## src/rtl/pfd_tdc_5bit.sv

```systemverilog
// -----------------------------------------------------------------------------
// pfd_tdc_5bit
//   Counter-based phase/frequency detector and time-to-digital converter for
//   the ADPLL loop. The reference and DCO feedback clocks are synchronised
//   into the clk domain, and their rising edges are detected. The number of
//   clk cycles between a ref edge and the following fb edge (or fb then ref)
//   becomes a sign/magnitude error word. A lock flag is raised once enough
//   consecutive small errors have been seen.
//
//   Optional feature macro: PFD_DEADZONE_EN
//     When defined, results with magnitude <= DEADZONE are reported as 0/+.
//
// Ports
//   clk        in   system sampling clock
//   reset      in   synchronous, active-high reset
//   ref_in     in   reference clock (asynchronous to clk)
//   fb_in      in   feedback clock from the DCO
//   err_sign   out  1 = fb leads ref (DCO too fast), 0 = fb lags or equal
//   err_mag    out  |phase error| in clk cycles, saturated at 31
//   err_valid  out  one-cycle strobe marking a new err_sign/err_mag
//   lock       out  loop-locked indicator
// -----------------------------------------------------------------------------
module pfd_tdc_5bit #(
    parameter int SYNC_STAGES = 2,
    parameter int TIMEOUT     = 64,
    parameter int LOCK_TOL    = 1,
    parameter int LOCK_CNT    = 8,
    parameter int DEADZONE    = 1
) (
    input  logic       clk,
    input  logic       reset,
    input  logic       ref_in,
    input  logic       fb_in,
    output logic       err_sign,
    output logic [4:0] err_mag,
    output logic       err_valid,
    output logic       lock
);

    localparam int               RUN_W      = $clog2(LOCK_CNT + 1);
    localparam logic [6:0]       TIMEOUT_C  = 7'(TIMEOUT);
    localparam logic [4:0]       LOCK_TOL_C = 5'(LOCK_TOL);
    localparam logic [RUN_W-1:0] LOCK_CNT_C = RUN_W'(LOCK_CNT);

    typedef enum logic [1:0] {
        IDLE     = 2'd0,
        MEAS_REF = 2'd1,
        MEAS_FB  = 2'd2
    } state_t;

    // Synchronizers and edge detectors
    logic [SYNC_STAGES-1:0] ref_sync;
    logic [SYNC_STAGES-1:0] fb_sync;
    logic                   ref_prev;
    logic                   fb_prev;
    logic                   rise_r;
    logic                   rise_f;

    // NOTE: sequential state uses non-blocking assignments so every flop
    // samples the pre-edge value of its neighbours regardless of block order.
    always_ff @(posedge clk) begin
        if (reset) begin
            ref_sync <= '0;
            fb_sync  <= '0;
            ref_prev <= 1'b0;
            fb_prev  <= 1'b0;
        end else begin
            ref_sync <= {ref_sync[SYNC_STAGES-2:0], ref_in};
            fb_sync  <= {fb_sync[SYNC_STAGES-2:0], fb_in};
            ref_prev <= ref_sync[SYNC_STAGES-1];
            fb_prev  <= fb_sync[SYNC_STAGES-1];
        end
    end

    // Identical pipelines on both paths keep the relative edge timing intact.
    assign rise_r = ref_sync[SYNC_STAGES-1] & ~ref_prev;
    assign rise_f = fb_sync[SYNC_STAGES-1] & ~fb_prev;

    // Measurement FSM
    state_t     state;
    state_t     state_nxt;
    logic [6:0] count;
    logic [6:0] count_nxt;
    logic       res_valid;
    logic       res_sign;
    logic       res_timeout;
    logic [6:0] res_cnt;
    logic [4:0] res_mag;
    logic       out_sign;
    logic [4:0] out_mag;

    always_ff @(posedge clk) begin
        if (reset) begin
            state <= IDLE;
            count <= '0;
        end else begin
            state <= state_nxt;
            count <= count_nxt;
        end
    end

    // NOTE: every output of this block gets a default first, so no path
    // through the case statement can leave a value unassigned (no latches).
    always_comb begin
        state_nxt   = state;
        count_nxt   = count;
        res_valid   = 1'b0;
        res_sign    = 1'b0;
        res_timeout = 1'b0;
        res_cnt     = '0;
        case (state)
            IDLE: begin
                count_nxt = '0;
                if (rise_r && rise_f) begin
                    res_valid = 1'b1;
                end else if (rise_r) begin
                    state_nxt = MEAS_REF;
                    count_nxt = 7'd1;
                end else if (rise_f) begin
                    state_nxt = MEAS_FB;
                    count_nxt = 7'd1;
                end
            end
            MEAS_REF, MEAS_FB: begin
                res_sign = (state == MEAS_FB);
                // The closing edge wins; a coincident opposite edge is
                // absorbed because the FSM returns to IDLE unconditionally.
                if ((state == MEAS_REF) ? rise_f : rise_r) begin
                    res_valid = 1'b1;
                    res_cnt   = count;
                    state_nxt = IDLE;
                    count_nxt = '0;
                end else if (count >= TIMEOUT_C) begin
                    res_valid   = 1'b1;
                    res_timeout = 1'b1;
                    state_nxt   = IDLE;
                    count_nxt   = '0;
                end else begin
                    count_nxt = count + 7'd1;
                end
            end
            default: begin
                state_nxt = IDLE;
                count_nxt = '0;
            end
        endcase
    end

    assign res_mag = (res_timeout || res_cnt > 7'd31) ? 5'd31 : res_cnt[4:0];

`ifdef PFD_DEADZONE_EN
    localparam logic [4:0] DEADZONE_C = 5'(DEADZONE);
    // Small errors collapse to zero to stop the DCO dithering around lock.
    assign out_sign = (res_mag <= DEADZONE_C) ? 1'b0 : res_sign;
    assign out_mag  = (res_mag <= DEADZONE_C) ? 5'd0 : res_mag;
`else
    assign out_sign = res_sign;
    assign out_mag  = res_mag;
`endif

    // Lock tracking uses the magnitude actually reported.
    logic [RUN_W-1:0] run;
    logic [RUN_W-1:0] run_inc;
    logic             qualify;

    assign qualify = ~res_timeout & (out_mag <= LOCK_TOL_C);
    assign run_inc = (run == LOCK_CNT_C) ? run : run + RUN_W'(1);

    // Result register: the lock flag updates alongside the result word.
    always_ff @(posedge clk) begin
        if (reset) begin
            err_sign  <= 1'b0;
            err_mag   <= '0;
            err_valid <= 1'b0;
            lock      <= 1'b0;
            run       <= '0;
        end else begin
            err_valid <= res_valid;
            if (res_valid) begin
                err_sign <= out_sign;
                err_mag  <= out_mag;
                if (qualify) begin
                    run  <= run_inc;
                    lock <= (run_inc == LOCK_CNT_C);
                end else begin
                    run  <= '0;
                    lock <= 1'b0;
                end
            end
        end
    end

endmodule
```

## config.mk

```make
export PLATFORM = sky130hd
export DESIGN_NAME = pfd_tdc_5bit
export DESIGN_NICKNAME = d
export VERILOG_FILES = /design/src/rtl/pfd_tdc_5bit.sv
export SDC_FILE = /design/constraint.sdc
export NUM_CORES = 1
export LEC_CHECK = 0
export ABC_AREA = 1
export ABC_CLOCK_PERIOD_IN_PS = 2700
export CORE_ASPECT_RATIO = 0.9
export CORE_UTILIZATION = 35
export CTS_BUF_LIST = sky130_fd_sc_hd__clkbuf_8 sky130_fd_sc_hd__clkbuf_16
export CTS_CLUSTER_SIZE = 10
export DETAILED_ROUTE_END_ITERATION = 8
export GPL_ROUTABILITY_DRIVEN = 1
export PLACE_DENSITY = 0.6
export SYNTH_ARGS = -nofsm -noshare
export SYNTH_HDL_FRONTEND = slang
export SYNTH_SLANG_ARGS = --single-unit
```

## constraint.sdc

```tcl
create_clock -name clk -period 2.7 [get_ports clk]
set_clock_uncertainty 0.15 [all_clocks]
set_input_delay 0.81 -clock clk [delete_from_list [all_inputs] [get_ports clk]]
set_output_delay 0.81 -clock clk [all_outputs]
set_load 0.02 [all_outputs]
```

Yosys cells after proc, flatten, opt, wreduce, memory -nomap -nowiden --
Cells that the tools add are included.
Word-level totals: input port bits 4, word-level logic and storage cells 60, register bits 27, output and inout port bits 8
Cells by class: order comparisons 3, bitwise operators 6, reduce and logical (&&, ||, !) cells 5, equality and inequality tests 7, add/subtract/negate cells 2, mux-type cells 26
Operator list (count):
- $mux 7 | 4
- $pmux 7 s2 | 1
- $mux 1 | 11
- $mux 2 | 5
- $eq 4x4->1 const B | 2
- $mux 4 | 2
- $add 7x1->7 const B | 1
- $ge 7x7->1 const B | 1
- $gt 7x5->1 const B | 1
- $ne 3x3->1 const B | 2
- $le 5x1->1 const B | 1
- $mux 5 | 1
- $add 4x1->4 const B | 1
- $pmux 2 s2 | 1
- $and 1x1->1 | 3
- $not 1->1 | 3
- $reduce_and 3->1 | 1
- $eq 2x1->1 const B | 1
- $eq 2x2->1 const B | 1
- $logic_not 2->1 | 1
- $ne 2x2->1 const B | 1
- $pmux 1 s2 | 1
- $reduce_or 2->1 | 1
- $logic_and 1x1->1 | 1
- $logic_or 1x1->1 | 1

Logic depth before layout (Yosys ltp) --
Gate-level depths: netlist (run 1).
word-level depth 11, mapped depth 11, gate-level depth less buffers 11

Worst setup path before layout (run 1) --
Ideal clock, no wire load.
kind register to register, start register state[0], end register run[3], library setup time 70 ps, data required time 2480 ps, period minus slack after synthesis 1657 ps, path slack 1043 ps, path buffers 1, arrival time 1437 ps, stages on the path, launching flop included 11, cells stage by stage dfxtp_1 inv_1 ha_1 buf_4 nand2_1 inv_1 nand2_1 nand3_2 nor2_4 nand3_1 a21oi_2
Between the ends: word-level cells in the longest chain between the ends 10, elaborated cells on any way between the ends 18, classes of those cells 2 x order compare; 2 x eq/ne; 9 x mux; 2 x bitwise; 3 x reduce/logical
Ends and longest elaborated chain:
- start, declared | line 80 | state_t state;
- start signal, assigned | line 97 | state <= state_nxt;
- $eq 2x1->1 | line 111, 128
- $mux 1 | line 128 | if ((state == MEAS_REF) ? rise_f : rise_r) begin
- $mux 7 | line 128
- $mux 7 | line 111 | case (state)
- $gt 7x5->1 | line 149 | assign res_mag = (res_timeout || res_cnt > 7'd31) ? 5'd31 : res_cnt[4:0];
- $logic_or 1x1->1 | line 149
- $mux 5 | line 149
- $le 5x1->1 | line 166 | assign qualify = ~res_timeout & (out_mag <= LOCK_TOL_C);
- $and 1x1->1 | line 166
- $mux 4 | line 182 | if (qualify) begin
- end signal, assigned | line 183 | run <= run_inc;
- end, declared | line 162 | logic [RUN_W-1:0] run;
Parallel ways exist; a longest one is shown, timed or not. A chain may end at the register's enable or synchronous reset.

Worst setup path in the final report (run 1) --
start register lock, end output lock
RTL lines:
- start, declared | line 37 | output logic lock
- start signal, assigned | line 184 | lock <= (run_inc == LOCK_CNT_C);
No word-level cell between the ends.

==> reports/qor.tcl, run 1 <==
set qor(status) {finished clean}
set qor(first_global_vias) 904
set qor(cp_slowest_stage_delay_ps) 610
set qor(worst_r2r_startpoint) {state[0]$_SDFFE_PP0P_}
set qor(most_common_library_cell_in_the_layout_ignoring_fill_and_taps) {dfxtp_1}
set qor(area_growth_syn_to_layout_pct) 14.1
set qor(worstSetupEndpointType) {output pin}
set qor(min_period_over_period_pct) 81.6
set qor(met2_length_microns) 1080
set qor(finish.net_count) 193
set qor(post-cts-setup-buffers) 0
set qor(cts-buffers-inserted) 3
set qor(grt-ovfl-total) 0
set qor(post_cts_resize_count) 0
set qor(dp_slack_ps) 573
set qor(io_pins) 12
set qor(dp.final_hpwl_microns) 1880
set qor(postSynthAreaPerCell_sq_um) 8.34
set qor(cts_tree) {built}
set qor(die_h_microns) 61.7
set qor(synthDistinctLibCells) 25
set qor(insertedDiodeCount) 0
set qor(routed_wire_length_per_instance_microns) 11.0
set qor(h-tree-depth) 1
set qor(ff2ff_path_depth) 6
set qor(grt_pass1_wl_microns) 4150
set qor(drt_first_iter_violations) 25
set qor(startpoint_type_of_the_worst_setup_path) {register}
set qor(clock_tree.root_cell) {clkbuf_8}
set qor(timing_worst_setup_path_type) {register to output pin}
set qor(cap_violations) 0
set qor(power_per_cell_area_mw_per_mm2) 585
set qor(vias) 1033
set qor(cp_arrival_ps) 1240
set qor(port-buffer-count) 11
set qor(firstDrtPassIters) 2
set qor(yosys.area_share.simple_pct) 29.4
set qor(drv_slew) 0
set qor(layout_setup_ws_ps) 498
set qor(top_layer) {met4}
set qor(layout.cells.most_common_list) {dfxtp_1 (27), inv_1 (23), nor2_1 (19)}
set qor(cp_cell_sequence) {clkdlybuf4s50_1}
set qor(maximum_number_of_pins_on_one_net_before_global_route_repair) 23
set qor(clk_transition_reported_paths_ps) 100
set qor(finalCriticalPeriod_ps) 2200
set qor(grt_antenna_before_repair) 0
set qor(floorplan.rows) 21
set qor(final_setup_violation_count) 0
set qor(crit_buf_inv) 1
set qor(initial_utilization_pct) 36.8
set qor(tightest_slew_ps) 366
set qor(worst_path_dominant_cell_family) {buffers and inverters}
set qor(synthAdderAreaFrac_pct) 9.04
set qor(setup.reg_to_reg.worst_slack_ps) 720
set qor(route.layer.met1.wl_microns) 1300
set qor(ant_nets) 0
set qor(place_congestion) 0.728
set qor(crit_path_top_delay_cell) {clkdlybuf4s50_1}
set qor(later_pin_clock_latency_in_the_skew_report_ps) 270
set qor(critPathRequiredTime_ps) 1740
set qor(cts.hold.buffers_added) 0
set qor(synth_top_family_by_area) {simple AND/OR/NAND/NOR gates}
set qor(hp-start) {ref_sync[0]$_SDFF_PP0_}
set qor(final-hold-violation-count) 0
set qor(unrepaired_setup_endpoints_after_global_routing) {no}
set qor(fmax_mhz) 454
set qor(track_usage_pct) 13.6
set qor(ys.warnings.count) 0
set qor(cts.sink_count) 27
set qor(netlist_area_sq_mm) 0.00138
set qor(synth_xor_xnor_area_share_pct) 1.90
set qor(drc) 0
set qor(timing.hold.worst.class) {register to register}
set qor(share_of_layout_cells_above_drive_strength_1_pct) 19.1
set qor(yosysSeqAreaShare_pct) 39.1
set qor(synthesis.nets) 180
set qor(holdPathEnd) {ref_sync[1]$_SDFF_PP0_}
set qor(vias_per_cell) 4.61
set qor(worst-path-max-fanout) 2
set qor(critical_path.reg2reg.endpoint) {state[1]$_SDFFE_PP0P_}
set qor(floorplan.die_area_sq_mm) 0.00421
set qor(synth-compound-area-share_pct) 11.7
set qor(synth.area.mux_share_pct) 0
set qor(p_leak_nw) 0.611
set qor(min_delay_path_depth) 2
set qor(die_width_microns) 68.3
set qor(setup_tns_ps) 0
set qor(relative_slew_slack_pct) 75.5
set qor(ir_worst_vdd_uv) 354
set qor(synth-seq-cells) 27
set qor(core-area_sq_mm) 0.00376
set qor(wire_length_on_met3_microns) 76
set qor(synthCells) 166
set qor(cts_buffer_depth) 2
set qor(route.final.wire_length_microns) 2470
==> Yosys cell counts, drive strengths merged <==
| cell type | number | area (sq um) |
|---|---|---|
| a211oi | 4 | 30.0 |
| a21oi | 18 | 116 |
| buf | 3 | 26.3 |
| clkbuf | 1 | 3.75 |
| dfxtp | 27 | 541 |
| ha | 10 | 125 |
| inv | 25 | 93.8 |
| nand2 | 26 | 133 |
| nand3 | 18 | 148 |
| nand4 | 2 | 12.5 |
| nor2 | 20 | 82.6 |
| nor3 | 5 | 25.0 |
| o21ai | 3 | 15.0 |
| or2 | 1 | 6.26 |
| xnor2 | 2 | 17.5 |
| xor2 | 1 | 8.76 |
==> stage by stage <==
| step | cell area [sq um] | utilization [%] | hold WS, ps | std cells | total power [W] |
|---|---|---|---|---|---|
| floorplan | 1380 | - | 238 | 166 | 0.000648 |
| global placement | 1530 | 40.7 | 244 | 220 | 0.000687 |
| detailed placement | 1530 | 40.7 | 243 | 220 | 0.000694 |
| CTS | 1580 | 42.0 | 258 | 224 | 0.000934 |
| global route | 1580 | 42.0 | 280 | 224 | 0.000991 |
| finish | 1580 | 42.0 | 256 | 224 | 0.000924 |
==> report_power, final <==
| group | total [W] | internal (W) | switching, W |
|---|---|---|---|
| clock network | 0.000241 | 0.000108 | 0.000132 |
| logic | 0.000228 | 0.0000754 | 0.000152 |
| registers | 0.000455 | 0.000426 | 0.0000290 |
==> state kept, by name (all words and copies together) (netlist names) <==
register,count
count,7
err_mag,5
err_sign,1
err_valid,1
fb_prev,1
fb_sync,2
lock,1
ref_prev,1
ref_sync,2
run,4
state,2
==> kinds of logic (layout without fill, tap and decap cells) <==
family                     count (synthesis)  after routing
and+or+nand+nor                           72             72
buffers and inverters                     29             41
DFF                                       27             27
AOI/OAI and AO/OA                         25             25
adders and majority gates                 10             10
xor gates and xnor gates                   3              3
==> layout make-up <==
cell class,instances,area (sq um)
multi-input combinational,110,719
timing repair buffer,12,118
inverter,25,93.8
sequential,27,541
fill,388,2180
tap,46,57.6
clock buffer,3,41.3
clock inverter,1,8.76
==> worst max path at each step <==
stage / startpoint / end / slack [ps] / depth (start not counted)
CTS: lock$_SDFFE_PP0P_ / lock / 480 / 1
finish: lock$_SDFFE_PP0P_ / lock / 500 / 1
floorplan: state[0]$_SDFFE_PP0P_ / run[3]$_SDFFE_PP0P_ / 1040 / 10
detailed placement: reset / count[4]$_SDFF_PP0_ / 570 / 4
global route: err_sign$_SDFFE_PP0P_ / err_sign / 430 / 1
global placement: reset / count[3]$_SDFF_PP0_ / 710 / 4
==> metal layers <==
layer | track usage (%) | up-vias
met5 | 0 | -
met4 | 2.98 | 0
met3 | 4.44 | 2
met2 | 20.4 | 9
met1 | 18.7 | 465
li1 | - | 557
Note: power is estimated with default switching activity, not from simulation.
==> run 2, diff against run 1 <==
Settings changed: ABC_CLOCK_PERIOD_IN_PS 2700 to 1800, PLACE_DENSITY 0.6 to 0.62.
Clock period 2.7 ns to 1.8 ns, I/O delays scaled along.
==> run 2 against run 1 <==
Wire length down 4.2%. Worst setup slack worse by 370 ps. Hold slack improved by 3.7 ps. Sequential share of layout area fell by 1.2 points. Sequential power up 51%. Die area stayed put. Non-clock buffer count grew 5. Register-to-register slack got worse by 600 ps. Final cell count is 2.2% higher. Final area up 3.8%. Total power increased by 58%. Global-route usage is 0.43 points lower. Highest routed layer unchanged.
==> reports/qor.tcl, run 2 (synthesis results as in run 1) <==
set qor(floorplan.rows) 21 ;# unchanged
set qor(most_common_library_cell_in_the_layout_ignoring_fill_and_taps) {dfxtp_1} ;# unchanged
set qor(ant_nets) 0 ;# unchanged
set qor(initial_utilization_pct) 36.8 ;# unchanged
set qor(vias_per_cell) 4.53 ;# was 4.61
set qor(timing.hold.worst.class) {register to register} ;# unchanged
set qor(cts.hold.buffers_added) 0 ;# unchanged
set qor(relative_slew_slack_pct) 77.5 ;# was 75.5%
set qor(reg_top3) {count x7, err_mag x5, run x4} ;# unchanged
set qor(final_setup_violation_count) 0 ;# unchanged
set qor(dp_slack_ps) -87.1 ;# was 573 ps
set qor(clk_transition_reported_paths_ps) 90 ;# was 100 ps
set qor(fin_cells) 229 ;# was 224
set qor(cp_arrival_ps) 1730 ;# was 1240 ps
set qor(drc) 0 ;# unchanged
set qor(worst-path-max-fanout) 8 ;# was 2
set qor(unrepaired_setup_endpoints_after_global_routing) {no} ;# unchanged
set qor(insertedDiodeCount) 0 ;# unchanged
set qor(hold_ws_ps) 260 ;# was 256 ps
set qor(dp.final_hpwl_microns) 1770 ;# was 1880 microns
set qor(cts-buffers-inserted) 3 ;# unchanged
set qor(port-buffer-count) 11 ;# unchanged
set qor(startpoint_type_of_the_worst_setup_path) {register} ;# unchanged
set qor(finish.net_count) 198 ;# was 193
set qor(route.final.wire_length_microns) 2370 ;# was 2470 microns
set qor(place_congestion) 0.802 ;# was 0.728
set qor(io_pins) 12 ;# unchanged
set qor(min_period_over_period_pct) 93.1
set qor(final_cell_area_sq_mm) 0.00164 ;# was 0.00158 sq mm
set qor(grt_pass1_wl_microns) 4040 ;# was 4150 microns
set qor(final-hold-violation-count) 0 ;# unchanged
set qor(setup_tns_ps) 0 ;# unchanged
set qor(placed_area_sq_mm) 0.00157 ;# was 0.00153 sq mm
set qor(drt_first_iter_violations) 39 ;# was 25
set qor(later_pin_clock_latency_in_the_skew_report_ps) 270 ;# about the same
set qor(status) {finished clean} ;# unchanged
set qor(finalCriticalPeriod_ps) 1680
set qor(worstSetupEndpointType) {register} ;# was output pin
set qor(timing_worst_setup_path_type) {register to register} ;# was register to output pin
set qor(layout.cells.most_common_list) {dfxtp_1 (26), inv_1 (23), nor2_1 (19)} ;# was dfxtp_1 (27), inv_1 (23), nor2_1 (19)
set qor(floorplan.die_area_sq_mm) 0.00421 ;# unchanged
set qor(share_of_layout_cells_above_drive_strength_1_pct) 23.0 ;# was 19.1%
set qor(number_of_flip_flops_under_the_largest_register_name) 7 ;# unchanged
set qor(track_usage_pct) 13.1 ;# was 13.6%
set qor(maximum_number_of_pins_on_one_net_before_global_route_repair) 23 ;# unchanged
set qor(clock_tree.root_cell) {clkbuf_8} ;# unchanged
set qor(vias) 1037 ;# was 1033
set qor(die_h_microns) 61.7 ;# unchanged
set qor(die_width_microns) 68.3 ;# unchanged
set qor(fillerInstances) 381 ;# was 388
set qor(area_growth_syn_to_layout_pct) 18.4 ;# was 14.1%
set qor(dpl.cell_count) 225 ;# was 220
set qor(routed_wire_length_per_instance_microns) 10.3 ;# was 11.0 microns
set qor(h-tree-depth) 1 ;# unchanged
set qor(register_with_the_most_flip_flops) {count} ;# unchanged
set qor(grt-ovfl-total) 0 ;# unchanged
set qor(ir_worst_vdd_uv) 782 ;# was 354 uV
set qor(fmax_mhz) 597
set qor(power_per_cell_area_mw_per_mm2) 889 ;# was 585 mW/mm^2
set qor(cts_buffer_depth) 2 ;# unchanged
set qor(p_leak_nw) 0.678 ;# was 0.611 nW
set qor(tightest_slew_ps) 337 ;# was 366 ps
set qor(firstDrtPassIters) 4 ;# was 2
set qor(cts_tree) {built} ;# unchanged
set qor(layout_setup_ws_ps) 125 ;# was 498 ps
set qor(drv_slew) 0 ;# unchanged
set qor(cts.sink_count) 27 ;# unchanged
set qor(cap_violations) 0 ;# unchanged
set qor(first_global_vias) 913 ;# was 904
set qor(grt_antenna_before_repair) 0 ;# unchanged
set qor(critPathRequiredTime_ps) 1860 ;# was 1740 ps
set qor(core-area_sq_mm) 0.00376 ;# unchanged
run 2: worst paths after layout:
kind	from	endpoint	slack, ps	cells past startpoint
setup reg to reg	state[0]$_SDFFE_PP0P_	run[0]$_SDFFE_PP0P_	120	9
hold / removal	ref_sync[0]$_SDFF_PP0_	ref_sync[1]$_SDFF_PP0_	260	2
hold reg to reg	ref_sync[0]$_SDFF_PP0_	ref_sync[1]$_SDFF_PP0_	260	2
setup / recovery	state[0]$_SDFFE_PP0P_	run[0]$_SDFFE_PP0P_	120	9
run 2: report_power, final:
| group | switching (W) | leakage (nW) | internal (W) | total (W) |
|---|---|---|---|---|
| clock | 0.000190 | 0.0269 | 0.000153 | 0.000343 |
| sequential | 0.0000442 | 0.220 | 0.000641 | 0.000685 |
| combinational | 0.000248 | 0.431 | 0.000181 | 0.000429 |
run 2: metrics by stage:
stage / util (%) / power (W)
floorplan: - / 0.000972
global placement: 41.7 / 0.00107
detailed placement: 41.7 / 0.00107
CTS: 42.7 / 0.00143
global route: 43.6 / 0.00155
finish: 43.6 / 0.00146
run 2: what timing repair did:
action | 4_1_cts | 5_1_grt
endpoints found under the setup margin | 12 | 13
resized for setup | 9 | 7
buffers inserted | 0 | 0
hold endpoints to repair | 0 | 0
gates cloned | 0 | 0
pin swaps | 0 | 0
run 2: layout make-up:
class	count	area [sq um]	share of cell area [%]
Clock buffer	3	41.3	2.52
Clock inverter	1	3.75	0.229
Inverter	25	96.3	5.88
Multi-Input combinational cell	110	753	46.0
Sequential cell	27	542	33.1
Tap cell	46	57.6	3.51
Timing Repair Buffer	17	145	8.85
run 2: critical path, stage by stage, from the launching register on:
cell and delay, ps:
dfxtp_2 380, inv_1 90, ha_4 290, nand2_1 70
inv_1 50, nand2_1 90, nand3_2 100, nor2_4 160
nand3_1 110, a21oi_2 130
run 2: per-layer routing:
metal / track usage [%] / share of wire [%] / vias up
met3: 3.89 / 3.1 / 2
li1: - / - / 572
met5: 0 / 0 / -
met2: 18.9 / 42 / 14
met4: 3.57 / 1.1 / 0
met1: 18.8 / 54 / 449
